### src/rtl/decomposable_right_shifter.sv
// Registered 32-bit right shifter that splits into 1x32, 2x16 or 4x8 independent lanes,
// each lane with its own shift amount and its own fill bit.
module decomposable_right_shifter #(
    parameter int unsigned ARITH_SHIFT        = 1,
    parameter logic        EXTENSION_BIT      = 1'b0,
    parameter int unsigned PRECISION_CONFIG_L = 2
) (
    input  logic                          clk,
    input  logic                          rst,
    input  logic [31:0]                   in,
    input  logic [19:0]                   shift_val,
    input  logic                          full_shift,
    input  logic [PRECISION_CONFIG_L-1:0] mode,
    output logic [31:0]                   out
);

    localparam logic [PRECISION_CONFIG_L-1:0] PRECISION_CONFIG_32B = PRECISION_CONFIG_L'(0);
    localparam logic [PRECISION_CONFIG_L-1:0] PRECISION_CONFIG_16B = PRECISION_CONFIG_L'(1);
    localparam logic [PRECISION_CONFIG_L-1:0] PRECISION_CONFIG_8B  = PRECISION_CONFIG_L'(2);

    logic        is_8b_s;
    logic        is_16b_s;
    logic [4:0]  bit_amt_s [32];
    logic [5:0]  bit_top_s [32];
    logic [31:0] bit_fill_s;
    logic [31:0] bit_sat_s;
    logic [31:0] stage_s [6];
    logic [31:0] out_d;
    logic [31:0] out_q;

    // Lane configuration decode; the reserved encoding falls back to a single 32-bit lane.
    always_comb begin
        is_8b_s  = 1'b0;
        is_16b_s = 1'b0;
        case (mode)
            PRECISION_CONFIG_8B:  is_8b_s  = 1'b1;
            PRECISION_CONFIG_16B: is_16b_s = 1'b1;
            PRECISION_CONFIG_32B: is_8b_s  = 1'b0;
            default:              is_8b_s  = 1'b0;
        endcase
    end

    // Per-bit view of the owning lane: its top bit index, shift amount, fill bit and saturation.
    always_comb begin
        bit_fill_s = 32'h0000_0000;
        bit_sat_s  = 32'h0000_0000;
        for (int i = 0; i < 32; i++) begin
            bit_amt_s[i] = 5'd0;
            bit_top_s[i] = 6'd31;
            if (is_8b_s) begin
                bit_top_s[i] = 6'(((i / 8) * 8) + 7);
                bit_amt_s[i] = shift_val[5 * (i / 8) +: 5];
                bit_sat_s[i] = (shift_val[(5 * (i / 8)) + 3 +: 2] != 2'b00);
            end else if (is_16b_s) begin
                // 16-bit lane 1 takes its amount from slot 2, so slots are 10 bits apart
                bit_top_s[i] = 6'(((i / 16) * 16) + 15);
                bit_amt_s[i] = shift_val[10 * (i / 16) +: 5];
                bit_sat_s[i] = shift_val[(10 * (i / 16)) + 4];
            end else begin
                bit_top_s[i] = 6'd31;
                bit_amt_s[i] = shift_val[4:0];
                bit_sat_s[i] = 1'b0;
            end
            if (ARITH_SHIFT != 0) begin
                bit_fill_s[i] = in[bit_top_s[i][4:0]];
            end else begin
                bit_fill_s[i] = EXTENSION_BIT;
            end
        end
    end

    // Log shifter: a source bit outside the destination's lane is replaced by that lane's fill.
    always_comb begin
        stage_s    = '{default: 32'h0000_0000};
        stage_s[0] = in;
        for (int s = 0; s < 5; s++) begin
            for (int i = 0; i < 32; i++) begin
                if (bit_amt_s[i][s]) begin
                    if ((i + (1 << s)) <= int'(bit_top_s[i])) begin
                        stage_s[s + 1][i] = stage_s[s][(i + (1 << s)) & 31];
                    end else begin
                        stage_s[s + 1][i] = bit_fill_s[i];
                    end
                end else begin
                    stage_s[s + 1][i] = stage_s[s][i];
                end
            end
        end
    end

    // Saturating amounts and full_shift flood the lane with its fill bit.
    always_comb begin
        out_d = 32'h0000_0000;
        for (int i = 0; i < 32; i++) begin
            if (full_shift || bit_sat_s[i]) begin
                out_d[i] = bit_fill_s[i];
            end else begin
                out_d[i] = stage_s[5][i];
            end
        end
    end

    // Output register with asynchronous active-low clear.
    always_ff @(posedge clk or negedge rst) begin
        if (!rst) begin
            out_q <= 32'h0000_0000;
        end else begin
            out_q <= out_d;
        end
    end

    assign out = out_q;

endmodule

### config.mk
export PLATFORM = sky130hd
export DESIGN_NAME = decomposable_right_shifter
export DESIGN_NICKNAME = d
export VERILOG_FILES = /design/src/rtl/decomposable_right_shifter.sv
export SDC_FILE = /design/constraint.sdc
export NUM_CORES = 1
export LEC_CHECK = 0
export ABC_AREA = 1
export CAP_MARGIN = 20
export CORE_MARGIN = 2
export CORE_UTILIZATION = 50
export CTS_CLUSTER_DIAMETER = 100
export CTS_CLUSTER_SIZE = 30
export DETAILED_ROUTE_END_ITERATION = 8
export GPL_TIMING_DRIVEN = 0
export PLACE_DENSITY_LB_ADDON = 0.1
export REMOVE_ABC_BUFFERS = 1
export SLEW_MARGIN = 20
export SYNTH_ARGS = -nofsm -noshare
export SYNTH_HDL_FRONTEND = slang
export SYNTH_SLANG_ARGS = --single-unit
### constraint.sdc
create_clock -name clk -period 0.8 [get_ports clk]
set_clock_uncertainty 0.2 [all_clocks]
set_input_delay 0.12 -clock clk [delete_from_list [all_inputs] [get_ports clk]]
set_output_delay 0.12 -clock clk [all_outputs]
set_load 0.01 [all_outputs]
==> summary.txt, run 1 <==
count of synthesis-stage warnings from yosys: 0
Most used DFF post-synth: sky130_fd_sc_hd__dfrtp_1
synthesized netlist cell count: 613
sink count of the clock tree: 32
Error Message: [ERROR GRT-0232] Routing congestion too high. Check the congestion heatmap in the GUI.
std cell rows: 29
proportion of synthesized chip area in sequential cells: 0.2364
PortBufs: 88
Post-synth ARST share: 1.000
pin count of the biggest net entering global routing: 33
maximum number of buffers from clock root to sink: 2
number of enable flip-flop cells after synthesis: 0
Boundary Pins: 89
Detail Placement HPWL: 8996 um
result of the run: aborted with a tool error
most area-consuming cells after synthesis: sky130_fd_sc_hd__nand2_1, sky130_fd_sc_hd__dfrtp_1, sky130_fd_sc_hd__nand3_1, sky130_fd_sc_hd__a21oi_1, sky130_fd_sc_hd__inv_1
number of distinct library cell variants in the gate-level netlist after synthesis: 30
type of pin the worst path ends at: sequential cell input
synthesized area divided by synthesized cell count: 5.525 sq um
CTS HTree Levels: 2
TritonCTS buffer count: 5
halt point of the flow: global routing (5_1_grt)
GRT Residual Overflow: 42
cell type with the largest total area after synthesis: sky130_fd_sc_hd__nand2_1
initial core utilization: 0.5244
cell at the root of the clock tree: sky130_fd_sc_hd__clkbuf_8
area share of the largest cell type after synthesis: 0.2837
gr usage total: 0.6841
Die Y-Extent: 86.31 um
final worst endpoint reported by repair_timing after global routing: out[4]$_DFF_PN0_/D
Netlist Area Pre-Place: 0.003387 sq mm
die extent in x: 86.31 um
weighted congestion at the end of routability-driven global placement: 0.9434
post-synthesis sequential element count: 32
per-stage QoR:
stage | util | setup WS [ns] | instances | instance area (sq um) | setup TNS (ns)
floorplan | - | -1.641 | 597 | 3308 | -48.07
global placement | 0.6635 | -2.823 | 762 | 4285 | -125.44
detailed placement | 0.6627 | -2.933 | 762 | 4280 | -99.16
CTS | 0.8313 | -0.9659 | 824 | 5369 | -36.51
cell families after synthesis:
group,Yosys count,synth area share
and+or+nand+nor,425,0.5386
AOI/OAI and AO/OA,81,0.1260
buffers and inverters,71,0.08423
adders and majority gates,4,0.01478
DFF,32,0.2364
timing repair:
action | in CTS
endpoints found under the setup margin | 63
setup buffers | 45
pin swaps | 57
endpoints found under the hold margin | 32
cloned | 9
gates resized for setup | 352
synthesized netlist by cell type, types with 2 or more instances:
cell and count:
sky130_fd_sc_hd__nor2_1 12, sky130_fd_sc_hd__or2_1 3, sky130_fd_sc_hd__o21ai_1 8, sky130_fd_sc_hd__nand3b_1 2, sky130_fd_sc_hd__a21oi_1 38, sky130_fd_sc_hd__o21ai_2 3, sky130_fd_sc_hd__nor2_2 2, sky130_fd_sc_hd__nand3_1 137
sky130_fd_sc_hd__o21ai_0 27, sky130_fd_sc_hd__ha_1 4, sky130_fd_sc_hd__or2_2 4, sky130_fd_sc_hd__a31oi_1 2, sky130_fd_sc_hd__inv_1 46, sky130_fd_sc_hd__buf_2 6, sky130_fd_sc_hd__nand2_1 256, sky130_fd_sc_hd__nand2_2 4
sky130_fd_sc_hd__buf_1 2, sky130_fd_sc_hd__clkbuf_1 6, sky130_fd_sc_hd__dfrtp_1 32, sky130_fd_sc_hd__nand4_1 2, sky130_fd_sc_hd__inv_2 8
routing by layer:
layer / GRT overflow / global-route usage
met1: 1 / 0.6803
met2: 25 / 0.9161
met3: 0 / 0.4352
met4: 16 / 0.7358
met5: 0 / 0
==> run 2: changes to the inputs <==
--- a/config.mk
+++ b/config.mk
@@ -8,12 +8,10 @@
 export ABC_AREA = 1
 export CAP_MARGIN = 20
 export CORE_MARGIN = 2
-export CORE_UTILIZATION = 50
-export CTS_CLUSTER_DIAMETER = 100
-export CTS_CLUSTER_SIZE = 30
+export CORE_UTILIZATION = 40
 export DETAILED_ROUTE_END_ITERATION = 8
 export GPL_TIMING_DRIVEN = 0
-export PLACE_DENSITY_LB_ADDON = 0.1
+export PLACE_DENSITY_LB_ADDON = 0.15
 export REMOVE_ABC_BUFFERS = 1
 export SLEW_MARGIN = 20
 export SYNTH_ARGS = -nofsm -noshare
==> run 2 against run 1 <==
Net effect:
- the flow now finishes, with violations (hold timing, setup timing)
- synthesized cell count did not move
- area after synthesis did not move
==> summary.txt, run 2 <==
result of the run: finished, violations left (was aborted with a tool error)
violations in the final reports: hold timing, setup timing
Synth Area in Adders: 0.01478 (unchanged)
flip-flop count of the largest register after layout: 32
family of cells with the greatest summed delay on the critical path: simple AND/OR/NAND/NOR gates
kind of critical path: in2reg
cell type with the largest total area after synthesis: sky130_fd_sc_hd__nand2_1 (unchanged)
Slowest cell on crit path: sky130_fd_sc_hd__ha_4
Critical Path Source Type: input pin
Die Y-Extent: 96.02 um (was 86.31 um)
number of distinct library cell variants in the gate-level netlist after synthesis: 30 (unchanged)
type of element capturing the critical path: flop
number of nets with antenna violations after detailed routing: 0
synthesized area divided by synthesized cell count: 5.525 sq um (unchanged)
pin count of the biggest net entering global routing: 33
number of enable flip-flop cells after synthesis: 0 (unchanged)
proportion of synthesized chip area in sequential cells: 0.2364 (unchanged)
final setup fails: 63
launch point of the worst path: mode[0]
Buf/Inv on CP: 5
most area-consuming cells after synthesis: sky130_fd_sc_hd__nand2_1, sky130_fd_sc_hd__dfrtp_1, sky130_fd_sc_hd__nand3_1, sky130_fd_sc_hd__a21oi_1, sky130_fd_sc_hd__inv_1 (unchanged)
vias per inst: 5.700
utilization of the core after routing: 0.6894
residual DRC count: 0
most used standard cells in the synthesized netlist: sky130_fd_sc_hd__nand2_1, sky130_fd_sc_hd__nand3_1, sky130_fd_sc_hd__inv_1 (unchanged)
post-route cell area: 0.005664 sq mm
diode insertion count for antenna repair: 0
worst min-delay path category: in2async
antenna violations before repair: 0
Power per Cell Area: 1385 mW/mm^2
largest stage delay on the critical path: 0.17 ns
unrepaired setup endpoints after global routing: yes
count of endpoints failing hold in the final timing report: 32
chain of cells forming the critical path: buf_12 -> buf_12 -> ha_4 -> inv_2 -> nand2_2 -> nand2_2 -> nand2_2 -> nand2_4 -> inv_6 -> buf_4 -> nand2_2 -> nand2_1 -> nand2_2 -> nand3_2 -> nand2_4 -> nand3_2 -> nand2_1 -> nand2_1 -> nand2_1
CTS HTree Levels: 2 (unchanged)
maximum fanout along the worst path: 7
final period utilization: 2.334
global-route wire length before repair: 20110 um
minimum period implied by the final worst setup slack: 1.867 ns
Net count, final: 806
worst-case setup margin in the final layout: -1.067 ns
Worst Hold Slack: -0.3392 ns
initial core utilization: 0.4122 (was 0.5244)
TritonCTS buffer count: 5 (unchanged)
Leak: 2.797 nW
required time worst endpoint: 0.82 ns
Most used DFF post-synth: sky130_fd_sc_hd__dfrtp_1 (unchanged)
number of fillers in the final layout: 682
count of synthesis-stage warnings from yosys: 0 (unchanged)
routed via count: 4851
compound-cell area share of the yosys netlist: 0.1260 (unchanged)
GRT Residual Overflow: 0
area overhead of the layout relative to synthesis: 67.23%
sink count of the clock tree: 32 (unchanged)
multiplexer share of the synthesized area: 0 (unchanged)
stages on the worst setup path: 19
number of DRC markers after the initial detailed-route iteration: 334
Worst slew margin: 0.5273
area fraction in and, or, nand and nor cells after synthesis: 0.5386 (unchanged)
total wire length after detailed routing: 13840 um
PortBufs: 88 (unchanged)
area share of the largest cell type after synthesis: 0.2837 (unchanged)
most numerous cell in the Yosys netlist: sky130_fd_sc_hd__nand2_1 (unchanged)
post-synthesis sequential element count: 32 (unchanged)
arrival time of data at the critical path endpoint: 1.88 ns
number of max-slew violations in the final report: 0
Netlist Area Pre-Place: 0.003387 sq mm (unchanged)
maximum number of buffers from clock root to sink: 2 (unchanged)
CP dominant cell by count: sky130_fd_sc_hd__nand2_2
clock transition at the registers of the reported paths: 0.07 ns
gr usage total: 0.2826
most common cell after layout, fill and taps aside: sky130_fd_sc_hd__nand2_1
Boundary Pins: 89 (unchanged)
area enclosed by the die boundary: 0.009220 sq mm
cell at the root of the clock tree: sky130_fd_sc_hd__clkbuf_8 (unchanged)
weighted congestion at the end of routability-driven global placement: 0.9711 (was 0.9434)
fraction of synthesized cell area in xor and xnor cells: 0 (unchanged)
average wire per cell in the routed design: 16.27 um
core region area: 0.008217 sq mm
VDD IR-drop max: 0.0005704 V
Post-synth ARST share: 1.000 (unchanged)
Detail Placement HPWL: 9093 um (was 8996 um)
leading cell types in the layout, fill and taps excluded: sky130_fd_sc_hd__nand2_1, sky130_fd_sc_hd__nand3_1, sky130_fd_sc_hd__nand2_2
via count of the first global-routing pass: 4297
clock tree from TritonCTS: yes
die extent in x: 96.02 um (was 86.31 um)
slew at the pin closest to its max-slew limit: 0.7058 ns
placed standard-cell area: 0.004315 sq mm (was 0.004280 sq mm)
end point of the critical path: out[0]$_DFF_PN0_
proportion of layout cells with a drive suffix above 1: 0.4062
maximum clock frequency: 535.6 MHz
std cell rows: 33 (was 29)
max cap viols: 0
total iterations of the first detailed-routing run: 5
synthesized netlist cell count: 613 (unchanged)
largest family of logic cells by synthesized area: simple AND/OR/NAND/NOR gates (unchanged)
[run 2: cell counts after synthesis]
No cell type changed its count.
[run 2: per-layer routing]
metal	share of wire	GRT usage
met5	0	0
met4	0.043	0.1250
met3	0.086	0.02271
met1	0.39	0.3623
met2	0.48	0.4832
[run 2: worst min path at each step]
stage	end	start	slack (ns)
floorplan	out[0]$_DFF_PN0_	rst	-0.38
global placement	out[31]$_DFF_PN0_	in[31]	0.53
detailed placement	out[29]$_DFF_PN0_	rst	-0.009
CTS	out[12]$_DFF_PN0_	rst	-0.32
global route	out[14]$_DFF_PN0_	rst	-0.28
finish	out[12]$_DFF_PN0_	rst	-0.34
[run 2: cells by family after synthesis]
kind of cell | after synthesis
AND/OR/NAND/NOR | 425
AO/OA/AOI/OAI | 81
buffers and inverters | 71
flip-flops | 32
adder cells (fa/ha/maj) | 4
[run 2: what timing repair did]
item                       CTS  global route
setup endpoints to repair   63            63
pin swaps                   36            45
resized for setup          302           121
hold endpoints to repair    33            32
buffers inserted            34             9
cloned                      10             0
[run 2: metrics by stage]
stage	setup TNS, ns	power [mW]	cells	setup WS (ns)
floorplan	-48.07	3.824	597	-1.641
global placement	-128.89	5.187	790	-2.873
detailed placement	-100.00	5.197	790	-2.957
CTS	-36.70	7.183	842	-0.9570
global route	-42.36	8.316	851	-1.104
finish	-39.48	7.843	851	-1.067
[run 2: layout make-up]
type,instances,area [sq um],share of cell area
multi-input combinational,516,3219,0.5684
timing repair buffer,131,1122,0.1981
sequential,32,800.8,0.1414
inverter,55,252.7,0.04462
tap,105,131.4,0.02319
clock buffer,5,68.82,0.01215
clock inverter,3,42.54,0.007510
timing repair inverter,4,26.28,0.004639
[run 2: report_power, final]
| group | total (mW) | internal (mW) | switching (mW) |
|---|---|---|---|
| clock network | 1.51 | 0.920 | 0.593 |
| logic | 4.42 | 1.71 | 2.71 |
| registers | 1.91 | 1.85 | 0.0635 |
Note: power is estimated with default switching activity, not from simulation.
==> patch 1 (settings of run 2) <==
Change the parameter `ARITH_SHIFT` from 1 to 0.
--- a/src/rtl/decomposable_right_shifter.sv
+++ b/src/rtl/decomposable_right_shifter.sv
@@ -2,5 +2,5 @@
 // each lane with its own shift amount and its own fill bit.
 module decomposable_right_shifter #(
-    parameter int unsigned ARITH_SHIFT        = 1,
+    parameter int unsigned ARITH_SHIFT        = 0,
     parameter logic        EXTENSION_BIT      = 1'b0,
     parameter int unsigned PRECISION_CONFIG_L = 2
Formal check against the unedited RTL: not equivalent (a bounded check fails within 4 cycles, from zero or initial values and one cycle with rst low).
==> patch 1 against run 2 <==
The flow still finishes with violations (negative hold slack, negative setup slack); hold slack gained 10 ps; sequential cell count is the same; synthesized area down 3.2%; design area rose by 6.4%; power shrank 7.5%; setup slack better by 61 ps; via count down 6.1%; clock power fell by 28%; global-route usage rose by 1.2 points; sequential power is 9% lower; first-iteration DRC count rose by 1.2%; wire length grew 5.5%.
==> patch 1: results (changes against run 2) <==
Synth top area cells: dfrtp_1 24%, nand2_1 23%, nand3_1 16% (was nand2_1 28%, dfrtp_1 24%, nand3_1 20%)
Status: finished with violations (unchanged)
WP data arrival: 1790 ps (was 1880 ps)
Pre-antenna DRT Iters: 6 (was 5)
Fin Hold WS: -329 ps (was -339 ps)
Total negative slack: -36650 ps (was -39480 ps)
Crit path max fanout: 8 (was 7)
Layout cell share with drive strength beyond 1: 52.2% (was 40.6%)
Leakage power: 2.88 nW (was 2.80 nW)
HPWL after DPL: 8530 µm (was 9090 µm)
Die width: 94.5 µm (was 96.0 µm)
Fin. Hold Viols: 32 (unchanged)
Post-placement cell count: 724 (was 790)
Synth Area per Inst: 6.01 µm² (was 5.53 µm²)
DR vias: 4557 (was 4851)
Vias in the first global route: 4047 (was 4297)
DR iter-0 viols: 338 (was 334)
Min setup slack post-route: -1010 ps (was -1070 ps)
Filler cells: 603 (was 682)
Cell Count, Final, Fillers Out: 793 (was 851)
First-pass GRT wire length: 20600 µm (was 20100 µm)
Post-synthesis cell type count: 41 (was 30)
Sequential-to-total area share from yosys stat: 24.4% (was 23.6%)
Placer congestion estimate: 0.963 (was 0.971)
Total track usage: 29.4% (was 28.3%)
Final setup vio count: 64 (was 63)
Failing checks: negative hold slack, negative setup slack (unchanged)
==> patch 1: worst max path at each step <==
| stage | endpoint | start | slack [ps] | cells past startpoint |
|---|---|---|---|---|
| floorplan | out[8] | mode[0] | -1270 | 14 |
| global placement | out[13] | mode[0] | -2550 | 9 |
| detailed placement | out[13] | mode[0] | -2540 | 9 |
| CTS | out[6] | mode[0] | -850 | 16 |
| global route | out[5] | mode[0] | -1050 | 16 |
| finish | out[5] | mode[0] | -1010 | 16 |
==> patch 1: routing by layer <==
layer	wire length [µm]	GRT usage [%]
met5	0	0
met4	793	11.0
met3	1080	1.60
met2	7120	52.1
met1	5620	37.8
==> patch 1: cell type report <==
cell class / instances / share of cell area [%]
Multi-Input combinational cell: 453 / 57.3
Timing Repair Buffer: 142 / 21.0
Sequential cell: 32 / 13.3
Inverter: 53 / 4.67
Tap cell: 105 / 2.18
Clock buffer: 6 / 1.20
Timing Repair inverter: 1 / 0.270
Clock inverter: 1 / 0.0830
==> patch 1: metrics by stage <==
| step | hold WS (ps) | util [%] | cell area (µm²) |
|---|---|---|---|
| floorplan | -376 | - | 3170 |
| global placement | 634 | 51.7 | 4180 |
| detailed placement | -26.0 | 51.6 | 4180 |
| CTS | -316 | 66.8 | 5400 |
| global route | -279 | 74.5 | 6030 |
| finish | -329 | 74.5 | 6030 |
==> patch 1: where the power goes <==
| group | total, mW | switching, mW | internal [mW] | leakage [nW] |
|---|---|---|---|---|
| combinational | 4.44 | 2.73 | 1.71 | 2.41 |
| sequential | 1.74 | 0.0225 | 1.72 | 0.435 |
| clock | 1.08 | 0.489 | 0.589 | 0.0410 |
| total | 7.26 | 3.24 | 4.02 | 2.88 |
==> patch 1: cells by family after synthesis <==
logic type,synth area share (%)
buffers and inverters,9.73
AO/OA/AOI/OAI,12.4
flip-flops,24.4
adder cells (fa/ha/maj),1.53
AND/OR/NAND/NOR,52.0
==> patch 1: repair_timing <==
action / 4_1_cts / 5_1_grt
endpoints found under the hold margin: 32 / 32
cloned: 9 / 0
pin swaps: 69 / 67
resized for setup: 403 / 111
endpoints found under the setup margin: 64 / 64
buffers inserted: 38 / 16
==> patch 2 (settings of run 2) <==
Made on the original files. Make the reset (`rst`) synchronous in one clocked block. Comments in the files are not updated.
--- a/src/rtl/decomposable_right_shifter.sv
+++ b/src/rtl/decomposable_right_shifter.sv
@@ -102,5 +102,5 @@
 
     // Output register with asynchronous active-low clear.
-    always_ff @(posedge clk or negedge rst) begin
+    always_ff @(posedge clk) begin
         if (!rst) begin
             out_q <= 32'h0000_0000;
Check against the original RTL: not equivalent (Yosys sat finds a counterexample within 4 cycles, from zero or initial values and one cycle with rst low; the reset may be asserted at any time).
==> patch 2 against run 2 <==
The flow finishes with violations (negative setup slack); die area is 1.0% lower; synthesized area down 1.1%; combinational power fell by 5.7%; power decreased by 4.4%; count of clock-buffer cells in the layout is the same; setup slack lost 50 ps; sequential power shrank 6%; wire length decreased by 0.74%; design area decreased by 3.9%; critical path depth stayed put; first-iteration DRC count fell by 22%; sequential cell count did not move; critical path type unchanged; highest routed layer unchanged.
==> patch 2: results (changes against run 2) <==
Status: finished with violations (unchanged)
Failing checks: negative setup slack (was negative hold slack, negative setup slack)
Met1 global-route usage: 35.6% (was 36.2%)
Adder-Cell Fraction of Synth Area: 1.12% (was 1.48%)
DR iter-0 viols: 262 (was 334)
Die ar.: 9130 µm² (was 9220 µm²)
Slew HR: 50.4% (was 52.7%)
Met3 Resource Use GR: 5.14% (was 2.27%)
NonClk Buf Share: 21.8% (was 19.8%)
Register area: 648 µm² (was 801 µm²)
Total negative slack: -39100 ps (was -39480 ps)
Synth Area per Inst: 5.27 µm² (was 5.53 µm²)
Commonest cells in the netlist: 272 x nand2_1, 109 x nand3_1, 53 x inv_1 (was 256 x nand2_1, 137 x nand3_1, 46 x inv_1)
Placer congestion estimate: 0.932 (was 0.971)
Leakage power: 2.77 nW (was 2.80 nW)
Final setup vio count: 63 (unchanged)
Clock buf/inv share: 2.05% (was 1.97%)
Post-placement cell count: 813 (was 790)
CTS resizes: 300 (was 302)
Min setup slack post-route: -1120 ps (was -1070 ps)
Min-Delay Path Class: in2reg (was in2async)
Met1 WL: 5610 µm (was 5450 µm)
Largest net degree at the start of global routing: 23 (was 33)
Vias in the first global route: 4483 (was 4297)
Compound-Gate Fraction of Synth Area: 16.7% (was 12.6%)
Cell Count, Final, Fillers Out: 876 (was 851)
Layout cell share with drive strength beyond 1: 34.6% (was 40.6%)
Routed Wire Length: 13700 µm (was 13800 µm)
Pre-antenna DRT Iters: 7 (was 5)
First-pass GRT wire length: 21000 µm (was 20100 µm)
Non-CTS buffers: 137 (was 131)
[patch 2: cell types whose count changed after synthesis, moves of 4 or more]
cell	delta
a21oi_2	+4
dfrtp_1	-32
nor2_2	+4
a21oi_1	+13
dfxtp_1	+32
clkbuf_1	-4
nand2_1	+16
inv_1	+7
inv_2	+4
nand3_1	-28
nor2_1	+6
o21ai_0	-6
[patch 2: per-stage QoR]
step           worst slack [ps]  util (%)  hold WS, ps  area, µm²  total power [mW]
2_1_floorplan             -2000         -         13.5       3270              3.75
3_3_place_gp              -3290      52.4          618       4280              4.94
3_5_place_dp              -2800      52.4          611       4280              4.95
4_1_cts                   -1030      62.8          111       5130              7.04
5_1_grt                   -1220      66.6          118       5440              7.92
6_report                  -1120      66.6          121       5440              7.50
[patch 2: cell families (layout without fill, tap and decap cells)]
group	count (synthesis)	in the layout
muxes	1	1
DFF	32	32
and+or+nand+nor	417	419
adders and majority gates	3	3
AOI/OAI and AO/OA	101	101
buffers and inverters	82	215
